`config.mk`:
```
export PLATFORM = sky130hd
export DESIGN_NAME = prbs_test_ctrl
export DESIGN_NICKNAME = d
export VERILOG_FILES = /design/src/rtl/prbs_test_ctrl.sv
export SDC_FILE = /design/constraint.sdc
export NUM_CORES = 1
export LEC_CHECK = 0
export ABC_CLOCK_PERIOD_IN_PS = 6700
export BUFFER_PORTS_ARGS = -buffer_cell sky130_fd_sc_hd__buf_2
export CAP_MARGIN = 10
export CORE_MARGIN = 2
export CORE_UTILIZATION = 40
export CTS_CLUSTER_SIZE = 12
export DETAILED_ROUTE_END_ITERATION = 10
export PLACE_DENSITY = 0.59
export SLEW_MARGIN = 10
export SYNTH_ARGS = -nofsm -noshare
export SYNTH_HDL_FRONTEND = slang
export SYNTH_SLANG_ARGS = --single-unit
```
`constraint.sdc`:
```
create_clock -name gtwiz_userclk_rx_usrclk2_in -period 6.7 [get_ports gtwiz_userclk_rx_usrclk2_in]
set_clock_uncertainty 0.05 [all_clocks]
set_input_delay 1.005 -clock gtwiz_userclk_rx_usrclk2_in [delete_from_list [all_inputs] [get_ports gtwiz_userclk_rx_usrclk2_in]]
set_output_delay 1.005 -clock gtwiz_userclk_rx_usrclk2_in [all_outputs]
set_load 0.05 [all_outputs]
```
`src/rtl/prbs_test_ctrl.sv`:
```
`default_nettype none
`timescale 1ns/1ps
// +-----------------------------------------------------------------------------+
// | prbs_test_ctrl : sequences one PRBS link test (reset, ready, lock, measure)  |
// | Rev 1.0                                                                      |
// +-----------------------------------------------------------------------------+
module prbs_test_ctrl #(
    parameter int          SIZE         = 32,
    parameter int          RST_CYCLES   = 16,
    parameter int          LOCK_WORDS   = 64,
    parameter int          LOSS_WORDS   = 4,
    parameter int unsigned TEST_WORDS   = 1048576,
    parameter int          SYNC_TIMEOUT = 4096
) (
    input  logic            gtwiz_userclk_rx_usrclk2_in,
    input  logic            gtwiz_reset_all_n_in,
    input  logic            start_in,
    input  logic            abort_in,
    input  logic            rx_ready_in,
    input  logic            err_valid_in,
    input  logic [SIZE-1:0] err_in,
    output logic            gen_reset_out,
    output logic            busy_out,
    output logic            locked_out,
    output logic            done_out,
    output logic            pass_out,
    output logic            timeout_out,
    output logic [31:0]     bit_err_count_out,
    output logic [31:0]     word_count_out,
    output logic [7:0]      relock_count_out,
    output logic [2:0]      state_out
);
    localparam int c_PCW = $clog2(SIZE + 1);
    localparam int c_RCW = $clog2(RST_CYCLES + 1);
    localparam int c_LKW = $clog2(LOCK_WORDS + 1);
    localparam int c_LSW = $clog2(LOSS_WORDS + 1);
    localparam int c_TOW = $clog2(SYNC_TIMEOUT + 1);

    typedef enum logic [2:0] {
        S_IDLE     = 3'd0,
        S_RESET    = 3'd1,
        S_WAIT_RDY = 3'd2,
        S_SYNC     = 3'd3,
        S_RUN      = 3'd4,
        S_DONE     = 3'd5
    } state_t;

    state_t           r_state, w_nxt_state;
    logic [c_RCW-1:0] r_rst_cnt, w_rst_cnt_nxt;
    logic [c_LKW-1:0] r_clean, w_clean_nxt;
    logic [c_LSW-1:0] r_loss, w_loss_nxt;
    logic [c_TOW-1:0] r_tcnt, w_tcnt_nxt;
    logic [31:0]      r_words, w_words_nxt;
    logic [31:0]      r_bit_err, w_bit_err_nxt;
    logic [7:0]       r_relock, w_relock_nxt;
    logic             r_timeout, w_timeout_nxt;
    logic             r_gen_reset, r_busy, r_locked, r_done, r_pass;
    logic [c_PCW-1:0] w_popcnt;
    logic [32:0]      w_be_sum;
    logic             w_err;
    logic             w_pass_nxt;

    always_comb begin
        w_popcnt = '0;
        for (int i = 0; i < SIZE; i++) begin
            w_popcnt = w_popcnt + c_PCW'(err_in[i]);
        end
    end

    assign w_err    = |err_in;
    assign w_be_sum = {1'b0, r_bit_err} + 33'(w_popcnt);

    always_comb begin
        w_nxt_state   = r_state;
        w_rst_cnt_nxt = r_rst_cnt;
        w_clean_nxt   = r_clean;
        w_loss_nxt    = r_loss;
        w_tcnt_nxt    = r_tcnt;
        w_words_nxt   = r_words;
        w_bit_err_nxt = r_bit_err;
        w_relock_nxt  = r_relock;
        w_timeout_nxt = r_timeout;
        if (abort_in) begin
            w_nxt_state = S_IDLE;
        end else begin
            case (r_state)
                S_IDLE, S_DONE: begin
                    if (start_in) begin
                        w_nxt_state   = S_RESET;
                        w_rst_cnt_nxt = '0;
                        w_words_nxt   = '0;
                        w_bit_err_nxt = '0;
                        w_relock_nxt  = '0;
                        w_timeout_nxt = 1'b0;
                    end
                end
                S_RESET: begin
                    if (r_rst_cnt == c_RCW'(RST_CYCLES - 1)) begin
                        w_nxt_state = S_WAIT_RDY;
                    end else begin
                        w_rst_cnt_nxt = r_rst_cnt + 1'b1;
                    end
                end
                S_WAIT_RDY: begin
                    if (rx_ready_in) begin
                        w_nxt_state = S_SYNC;
                        w_clean_nxt = '0;
                        w_tcnt_nxt  = '0;
                    end
                end
                S_SYNC: begin
                    if (!rx_ready_in) begin
                        w_nxt_state = S_WAIT_RDY;
                    end else if (err_valid_in && !w_err &&
                                 r_clean == c_LKW'(LOCK_WORDS - 1)) begin
                        w_nxt_state = S_RUN;
                        w_loss_nxt  = '0;
                    end else if (r_tcnt == c_TOW'(SYNC_TIMEOUT - 1)) begin
                        w_nxt_state   = S_DONE;
                        w_timeout_nxt = 1'b1;
                    end else begin
                        w_tcnt_nxt = r_tcnt + 1'b1;
                        if (err_valid_in) begin
                            w_clean_nxt = w_err ? '0 : r_clean + 1'b1;
                        end
                    end
                end
                S_RUN: begin
                    if (!rx_ready_in) begin
                        w_nxt_state = S_WAIT_RDY;
                    end else if (err_valid_in) begin
                        w_words_nxt   = r_words + 32'd1;
                        w_bit_err_nxt = w_be_sum[32] ? 32'hFFFF_FFFF : w_be_sum[31:0];
                        w_loss_nxt    = w_err ? r_loss + 1'b1 : '0;
                        // End of test outranks a simultaneous loss of lock.
                        if (w_words_nxt == 32'(TEST_WORDS)) begin
                            w_nxt_state = S_DONE;
                        end else if (w_err && r_loss == c_LSW'(LOSS_WORDS - 1)) begin
                            w_nxt_state  = S_SYNC;
                            w_relock_nxt = (r_relock == 8'hFF) ? r_relock : r_relock + 8'd1;
                            w_clean_nxt  = '0;
                            w_tcnt_nxt   = '0;
                        end
                    end
                end
                default: w_nxt_state = S_IDLE;
            endcase
        end
    end

    assign w_pass_nxt = !w_timeout_nxt && (w_bit_err_nxt == 32'd0) && (w_relock_nxt == 8'd0);

    always_ff @(posedge gtwiz_userclk_rx_usrclk2_in or negedge gtwiz_reset_all_n_in) begin
        if (!gtwiz_reset_all_n_in) begin
            r_state     <= S_IDLE;
            r_rst_cnt   <= '0;
            r_clean     <= '0;
            r_loss      <= '0;
            r_tcnt      <= '0;
            r_words     <= '0;
            r_bit_err   <= '0;
            r_relock    <= '0;
            r_timeout   <= 1'b0;
            r_gen_reset <= 1'b1;
            r_busy      <= 1'b0;
            r_locked    <= 1'b0;
            r_done      <= 1'b0;
            r_pass      <= 1'b0;
        end else begin
            r_state     <= w_nxt_state;
            r_rst_cnt   <= w_rst_cnt_nxt;
            r_clean     <= w_clean_nxt;
            r_loss      <= w_loss_nxt;
            r_tcnt      <= w_tcnt_nxt;
            r_words     <= w_words_nxt;
            r_bit_err   <= w_bit_err_nxt;
            r_relock    <= w_relock_nxt;
            r_timeout   <= w_timeout_nxt;
            r_gen_reset <= (w_nxt_state == S_IDLE) || (w_nxt_state == S_RESET);
            r_busy      <= (w_nxt_state == S_RESET) || (w_nxt_state == S_WAIT_RDY) ||
                           (w_nxt_state == S_SYNC)  || (w_nxt_state == S_RUN);
            r_locked    <= (w_nxt_state == S_RUN);
            r_done      <= (w_nxt_state == S_DONE);
            // Pass verdict is captured once, on the edge that enters DONE.
            if (w_nxt_state != S_DONE) begin
                r_pass <= 1'b0;
            end else if (r_state != S_DONE) begin
                r_pass <= w_pass_nxt;
            end
        end
    end

    assign gen_reset_out     = r_gen_reset;
    assign busy_out          = r_busy;
    assign locked_out        = r_locked;
    assign done_out          = r_done;
    assign pass_out          = r_pass;
    assign timeout_out       = r_timeout;
    assign bit_err_count_out = r_bit_err;
    assign word_count_out    = r_words;
    assign relock_count_out  = r_relock;
    assign state_out         = r_state;

endmodule
`default_nettype wire
```
* Word-level counts from Yosys, hierarchy flattened *
Index checks and enable logic that the tools add are counted.

storage, ports and cells
  bits of input ports = 38
  word-level logic and storage cells = 177
  bits in registers = 109
  output and inout bits = 81

cells by class
  add/subtract/negate cells = 38
  equal/unequal tests = 30
  reduce and logical (&&, ||, !) cells = 27
  multiplexer cells = 67
  bitwise logic cells = 1

operators by type and width
  operator                 count
  $mux W32                 8
  $add A6 B1 Y6            26
  $pmux W32 S2             2
  $mux W13                 8
  $mux W7                  10
  $mux W8                  7
  $mux W3                  16
  $pmux W13 S3             1
  $add A32 B6 Y33          1
  $add A32 B1 Y32 const B  1
  $eq A32 B21 Y1 const B   1
  $logic_not A32 Y1        1
  $reduce_or A32 Y1        1
  $ne A2 B2 Y1 const B     12
  $pmux W7 S3              1
  $pmux W8 S2              1
  $eq A3 B2 Y1 const B     5
  $pmux W3 S5              1
  $add A13 B1 Y13 const B  1
  $eq A13 B12 Y1 const B   1
  $eq A3 B3 Y1 const B     4
  $reduce_and A11 Y1       1
  $mux W5                  2
  $pmux W5 S2              1
  30 further kinds         50

* Longest topological paths before layout *
Gate-level depths: netlist of run 1.

  word-level depth = 42
  mapped depth = 23
  depth with buffers taken out = 22

* Worst setup path after synthesis of run 1 *
No wires, ideal clock.

  kind = input to register
  from = in err_in[0]
  to = reg r_pass (netlist: pass_out)
  library setup time = 76 ps
  cell stages on the path = 20
  arrival = 7490 ps
  path buffers = 0
  data required time = 6574 ps
  setup slack = -917 ps
  cells stage by stage = fa_1 inv_1 fa_1 fa_1 fa_1 fa_1 fa_1 fa_1 inv_1 fa_1 a211oi_1 o21ai_0 nand3_1 or4b_2 a211oi_1 nor4b_1 nand4_1 or4_1 or4_1 o21ai_1

between the ends
  cells in the longest elaborated chain, start to end = 42
  elaborated cells between the ends (all ways) = 69
  those cells by class = 32 x add/sub; 1 x eq/ne; 25 x mux; 11 x reduce/logical

ends and longest elaborated chain
  item                              line  text
  from (decl)                       21    input logic [SIZE-1:0] err_in,
  $add A1 B1 Y2                     66    w_popcnt = w_popcnt + c_PCW'(err_in[i]);
  $add A2 B1 Y3                     66
  $add A3 B1 Y4                     66
  $add A4 B1 Y5                     66
  $add A5 B1 Y6                     66
  $add A6 B1 Y6 (26 in a row)       66
  $add A32 B6 Y33                   71    assign w_be_sum = {1'b0, r_bit_err} + 33'(w_popcnt);
  $mux W32                          133   w_bit_err_nxt = w_be_sum[32] ? 32'hFFFF_FFFF : w_be_sum[31:0];
  $mux W32                          131   end else if (err_valid_in) begin
  $mux W32                          129   if (!rx_ready_in) begin
  $pmux W32 S2                      86    case (r_state)
  $mux W32                          83    if (abort_in) begin
  $logic_not A32 Y1                 151   assign w_pass_nxt = !w_timeout_nxt && (w_bit_err_nxt == 32'd0) && (w_relock_nxt == 8'd0);
  $logic_and A1 B1 Y1 (2 in a row)  151
  $mux W1                           187   end else if (r_state != S_DONE) begin
  $mux W1                           185   if (w_nxt_state != S_DONE) begin
  to (signal assigned)              188   r_pass <= w_pass_nxt;
  to (decl)                         57    logic r_gen_reset, r_busy, r_locked, r_done, r_pass;

Several ways; a longest one is shown, not always the timed one. The select of a mux whose other input is x is not followed.
A chain may end at the register's enable or synchronous reset.

* Worst setup path in the final report of run 1 *
  from = in err_in[0]
  to = reg r_pass (netlist: pass_out)

between the ends
  cells in the longest elaborated chain, start to end = 42
  elaborated cells between the ends (all ways) = 69
  those cells by class = 32 x add/sub; 1 x eq/ne; 25 x mux; 11 x reduce/logical

ends and longest elaborated chain
  item                              line  text
  $add A1 B1 Y2                     66
  $add A2 B1 Y3                     66
  $add A3 B1 Y4                     66
  $add A4 B1 Y5                     66
  $add A5 B1 Y6                     66
  $add A6 B1 Y6 (26 in a row)       66
  $add A32 B6 Y33                   71
  $mux W32                          133
  $mux W32                          131
  $mux W32                          129
  $pmux W32 S2                      86
  $mux W32                          83
  named net w_bit_err_nxt[0]        54    logic [31:0] r_bit_err, w_bit_err_nxt;
  $logic_not A32 Y1                 151
  $logic_and A1 B1 Y1 (2 in a row)  151
  $mux W1                           187
  $mux W1                           185

The timed path passes the listed nets, and every way through them passes these cells. The select of a mux whose other input is x is not followed.

==> results.toml, run 1 <==
[floorplanning]
ios = 119
core.rowCount = 51
design.core.area_um2 = 19500
die_y_um = 145
die_w_um = 145
initial_utilization_pct = 40.8
floorplan.die_area_um2 = 21000

[timing]
period_share_pct = 109
fmax_mhz = 137
hold_viol = 0
setup_ws_ns = -0.619
slew_headroom_pct = 23.0
worst_slew_pin_slew_ns = 1.15
holdWs_ns = 0.444
fin_crit_ns = 7.32
slew_viol_final = 0
rsz0062_at_grt = "true"
setup_viol = 1
tns_ns = -0.619

[setup_path]
worst-path-max-fanout = 6
crit_chain = "buf_2 > fa_1 > inv_1 > fa_1 > fa_1 > fa_1 > fa_1 > fa_1 > fa_2 > inv_2 > fa_2 > a211oi_4 > buf_6 > o21ai_4 > nand4_1 > buf_4 > a21oi_2 > a21o_1 > nand4b_1 > nor4_2 > nand4_1 > or4_4 > or4_1 > o21ai_1"
crit-reg2reg-capture = "pass_out"
end_kind = "flop"
crit_required_ns = 6.95
crit_top_cell = "fa_1"
worstRegToRegCells = 22
cpMaxStageDelayCell = "or4_4"
crit_path_start_kind = "primary input"
rrSetupSlack_ns = 0.24
crit_type = "in2reg"
max_stage_delay_ns = 0.55
cp.arrival_ns = 7.57
critPathLaunch = "err_in[0]"
timing.rr.start = "bit_err_count_out[0]"

[place]
place.port_buffers = 118
placed_cells = 1352
place.gp.congestion = 0.973
dpl.hpwl_mm = 18.7

[final_layout]
fin_cells = 1371
fillers = 1974
fin_util_pct = 49.0
multiInputGateArea_um2 = 4920
seq_area_um2 = 2730
syn2layout_area_growth_pct = 20.2
fin_nets = 1189
drive_gt1_share_pct = 22.1
num_antenna_cells = 0

[drt]
wl_met1_mm = 11.2
drt-total-wl_mm = 25.4
vias = 8019
dr.pass1.iters = 5
drc = 0
highest_layer = "met4"
met2_length_mm = 12.2
drt_iter0_drc = 592
ant_nets = 0
wl_met3_mm = 1.42
vias_per_cell = 5.85
wl_per_cell_um = 18.5

[global_route]
grt_pass1_vias = 7661
grt_usage_pct = 23.9
antenna_found_initial = 0
grt_first_pass_wirelength_mm = 41.0
grt_start_max_net_pins = 64
overflow = 0

[power_and_ir_drop]
internal_power_uw = 1400
switching_share_pct = 38.0
power.switching_uw = 856
cellLeakagePower_uw = 0.00448
p_clk_share_pct = 25.3
total_power_uw = 2250
ir_worst_vdd_uv = 199
combPwrFrac_pct = 45.0
pwr-share-seq_pct = 29.7
power_density_nw_per_um2 = 235

[min_path]
hold_path_depth = 1
hp-class = "reg2reg"
min_to = "r_tcnt[6]"
min-delay-start = "r_tcnt[6]"

[clock_tree]
cts_tree = "built"
clock_latency_ns = 0.37
cts_buffers = 9
path_clk_slew_ns = 0.09
cts-root-buf = "clkbuf_16"
cts_sinks = 109
h-tree-depth = 3
clockBufferDepth = 2

[logic_synthesis]
ys_top_cells_by_count = "108 x dfrtp_1, 96 x nand2_1, 94 x o21ai_0, 66 x inv_1, 64 x nor2_1"
synth_seq_cells = 109
yosysTopAreaCell = "dfrtp_1"
ys_seq_area_share_pct = 34.3
synth_nets = 1049
yosysMostFrequentCell = "dfrtp_1"
ys.flop_type = "dfrtp_1"
synth_area_per_cell_um2 = 8.28
synthArstFlopShare_pct = 100
synth_cells = 961
yosysWarnings = 0
syn_area_um2 = 7960
netlist.area_leader.share_pct = 33.9
netlist_top_cells_area = "dfrtp_1 34%, fa_1 6.5%, o21ai_0 5.9%"
synth_edf_count = 0
ys_types = 76

[flow_run]
drv_cap = 0

[status]
outcome = "complete, but fails checks"
violations = "setup timing"
==> critical path: cells and delay by family <==
family,cells,cell delay [ns]
AOI/OAI and AO/OA,5,0.83
buffers and inverters,5,0.51
and+or+nand+nor,6,1.70
adders and majority gates,8,3.51
==> metrics by stage <==
stage	cell area, µm²	worst slack [ns]
after floorplan	8030	-0.514
after global placement	9170	-1.02
after detailed placement	9170	-1.11
after CTS	9540	-0.581
after global routing	9570	-0.853
final	9570	-0.619
==> cells by family (layout without fill, tap and decap cells) <==
kind of cell	Yosys count	after routing	share of synthesized area [%]
adder cells (fa/ha/maj)	50	50	10.3
multiplexers	3	3	0.393
XOR/XNOR	17	17	1.87
flip-flops	109	109	34.3
AO/OA/AOI/OAI	279	279	21.8
AND/OR/NAND/NOR	389	389	25.8
buffers and inverters	114	259	5.55
==> power groups by stage <==
| stage | clock [µW] | sequential [µW] | combinational [µW] |
|---|---|---|---|
| 3_5_place_dp | 0 | 681 | 882 |
| 4_1_cts | 583 | 668 | 1020 |
| 3_3_place_gp | 0 | 681 | 870 |
| 2_1_floorplan | 0 | 682 | 598 |
| 5_1_grt | 608 | 669 | 1110 |
| 6_report | 569 | 668 | 1010 |
==> worst max path at each step <==
stage | cells after the start | slack [ns] | endpoint
after global placement | 22 | -1.02 | pass_out
final | 24 | -0.62 | pass_out
after floorplan | 21 | -0.51 | pass_out
after detailed placement | 22 | -1.11 | pass_out
after global routing | 23 | -0.85 | pass_out
after CTS | 23 | -0.58 | pass_out
==> sequential cells by signal (all words and copies together) (netlist names) <==
| signal | count |
|---|---|
| r_tcnt | 13 |
| done_out | 1 |
| locked_out | 1 |
| bit_err_count_out | 32 |
| state_out | 3 |
| r_rst_cnt | 5 |
| r_loss | 3 |
| timeout_out | 1 |
| pass_out | 1 |
| relock_count_out | 8 |
| word_count_out | 32 |
| gen_reset_out | 1 |
| busy_out | 1 |
| r_clean | 7 |
==> metal layers <==
layer	vias up	GRT usage, %
li1	3810	-
met4	0	7.25
met2	280	39.9
met1	3897	32.1
met5	-	0
met3	32	3.87
==> cell usage in the layout (no fill, tap or decap), types with 9 or more instances in the layout <==
cell         n
a21oi_1     55
a31oi_1     16
and2_1      10
and3_1      26
buf_2      117
buf_4       58
clkbuf_16    9
dfrtp_1    108
fa_1        24
ha_1        24
inv_1       64
nand2_1     95
nand3_1     55
nand4_1     32
nor2_1      62
nor3_1      17
nor4_1      21
o21ai_0     93
o21ai_1     17
o31ai_1     12
or4_1        9
xnor2_1     13
==> timing repair <==
item	in CTS	in global routing
endpoints found under the setup margin	1	1
pin swaps	16	1
gates resized for setup	13	4
buffers inserted	2	1
hold buffers	0	0
==> layout make-up <==
| cell class | count | share of cell area, % |
|---|---|---|
| inverter | 67 | 2.63 |
| clock inverter | 7 | 0.876 |
| clock buffer | 9 | 2.35 |
| sequential | 109 | 28.5 |
| multi-input combinational | 738 | 51.4 |
| timing repair buffer | 176 | 10.8 |
| tap | 265 | 3.46 |
(Power assumes the default switching activity.)
==> run 2, diff against run 1 <==
--- a/config.mk
+++ b/config.mk
@@ -8,11 +8,12 @@
 export ABC_CLOCK_PERIOD_IN_PS = 6700
 export BUFFER_PORTS_ARGS = -buffer_cell sky130_fd_sc_hd__buf_2
 export CAP_MARGIN = 10
+export CORE_ASPECT_RATIO = 1.1
 export CORE_MARGIN = 2
-export CORE_UTILIZATION = 40
+export CORE_UTILIZATION = 48
 export CTS_CLUSTER_SIZE = 12
 export DETAILED_ROUTE_END_ITERATION = 10
-export PLACE_DENSITY = 0.59
+export PLACE_DENSITY = 0.72
 export SLEW_MARGIN = 10
 export SYNTH_ARGS = -nofsm -noshare
 export SYNTH_HDL_FRONTEND = slang
==> run 2 against run 1 <==
Effect of this change:
- the flow still finishes with violations (setup timing)
- sequential power about the same
- flip-flop and latch count stayed put
- wire length is 4.4% lower
- first-iteration DRC count grew 29%
- critical path depth is 2 lower
- power rose by 1.4%
- register-to-register slack better by 0.04 ns
- die area fell by 16%
- sequential share of layout area up 0.056 points
- combinational power rose by 4%
- worst hold slack better by 0.0054 ns
- clock-buffer cell count unchanged
- largest power group unchanged
==> results.toml, run 2 (synthesis gave the netlist of run 1 again) <==
[min_path]
hp-class = "reg2reg"
min-delay-start = "r_loss[1]"
hold_path_depth = 1
min_to = "r_loss[1]"

[power_and_ir_drop]
cellLeakagePower_uw = 0.00452
power_density_nw_per_um2 = 239
total_power_uw = 2280
ir_worst_vdd_uv = 263

[setup_path]
crit_type = "in2reg"
crit-reg2reg-capture = "pass_out"
cp.arrival_ns = 7.47
worstRegToRegCells = 20
timing.rr.start = "bit_err_count_out[0]"
crit_path_start_kind = "primary input"
crit_required_ns = 6.94
end_kind = "flop"
rrSetupSlack_ns = 0.28
worst-path-max-fanout = 6

[status]
outcome = "complete, but fails checks"
violations = "setup timing"

[clock_tree]
cts_sinks = 109
cts_tree = "built"
path_clk_slew_ns = 0.08
clockBufferDepth = 2
cts_buffers = 9
cts-root-buf = "clkbuf_16"
h-tree-depth = 3
clock_latency_ns = 0.36

[global_route]
grt_pass1_vias = 7834
grt_first_pass_wirelength_mm = 39.3
grt_usage_pct = 27.2
overflow = 0
grt_start_max_net_pins = 77
antenna_found_initial = 0

[final_layout]
final_common_cell = "buf_2"
syn2layout_area_growth_pct = 20.0
fin_nets = 1186
drive_gt1_share_pct = 22.2
final_cell_area_um2 = 9550
layout_common_cells = "117 x buf_2, 108 x dfrtp_1, 96 x nand2_1"
num_antenna_cells = 0
fillers = 1453

[floorplanning]
initial_utilization_pct = 48.8
core.rowCount = 49
floorplan.die_area_um2 = 17600
design.core.area_um2 = 16300
die_y_um = 139
ios = 119
die_w_um = 127

[drt]
wl_per_cell_um = 18.6
dr.pass1.iters = 5
ant_nets = 0
drc = 0
vias = 8187
drt_iter0_drc = 766
vias_per_cell = 6.26
drt-total-wl_mm = 24.3

[place]
place.port_buffers = 118
dpl.hpwl_mm = 17.7
place.gp.congestion = 0.975
place_area_um2 = 9070

[flow_run]
drv_cap = 0

[timing]
slew_viol_final = 0
rsz0062_at_grt = "true"
period_share_pct = 108
slew_headroom_pct = 29.2
setup_ws_ns = -0.534
tns_ns = -0.534
setup_viol = 1
fin_crit_ns = 7.23
hold_viol = 0
worst_slew_pin_slew_ns = 1.06
fmax_mhz = 138
run 2: how the worst max path moves through the flow:
stage / from / to / slack, ns
2_1_floorplan: err_in[27] / pass_out / -0.51
3_3_place_gp: err_in[0] / pass_out / -0.99
3_5_place_dp: err_in[27] / pass_out / -1.08
4_1_cts: err_in[0] / pass_out / -0.52
5_1_grt: err_in[0] / pass_out / -0.77
6_report: err_in[0] / pass_out / -0.53
run 2: area by class of cell:
| cell class | count | area (µm²) | area share, % |
|---|---|---|---|
| repair buffers | 173 | 1010 | 10.6 |
| multi-input cells | 738 | 5000 | 52.4 |
| well taps | 204 | 255 | 2.67 |
| clock buffers | 9 | 225 | 2.36 |
| flip-flops and latches | 109 | 2730 | 28.6 |
| inverters | 67 | 251 | 2.63 |
| clock inverters | 7 | 80.1 | 0.838 |
run 2: per-stage QoR:
stage               std cells  util (%)  setup slack [ns]  hold slack (ns)
global route             1307      58.6            -0.771            0.465
finish                   1307      58.6            -0.534            0.449
CTS                      1306      58.0            -0.522            0.449
detailed placement       1289      55.6             -1.08            0.431
floorplan                 961         -            -0.514            0.398
global placement         1289      55.6            -0.994            0.411
run 2: timing repair:
action / in CTS / in global routing
buffers inserted: 1 / 1
endpoints found under the hold margin: 0 / 0
hold buffers: 0 / 0
endpoints found under the setup margin: 1 / 1
pin swaps: 13 / 8
gates resized for setup: 16 / 16
run 2: worst max-delay path: stages:
cell and delay [ns]:
buf_2 0.12, fa_1 0.54, inv_1 0.06, fa_1 0.47, fa_1 0.53, fa_1 0.43, fa_1 0.51, fa_1 0.44
fa_2 0.37, inv_2 0.06, fa_2 0.22, a211oi_4 0.09, o21ai_4 0.22, nand3_2 0.10, or4b_4 0.52, a2bb2oi_2 0.17
nor2_1 0.07, nor4_2 0.32, nand4_1 0.13, or4_4 0.55, or4_1 0.41, o21ai_1 0.12
run 2: power by group:
group | total, µW | internal (µW) | switching [µW]
Clock | 565 | 297 | 269
Combinational | 1050 | 481 | 569
Sequential | 668 | 662 | 5.55
run 2: per-layer routing:
layer | track usage [%] | wire [µm]
met4 | 10.5 | 791
met3 | 5.17 | 1530
met5 | 0 | 0
met1 | 35.0 | 9970
met2 | 45.3 | 12000
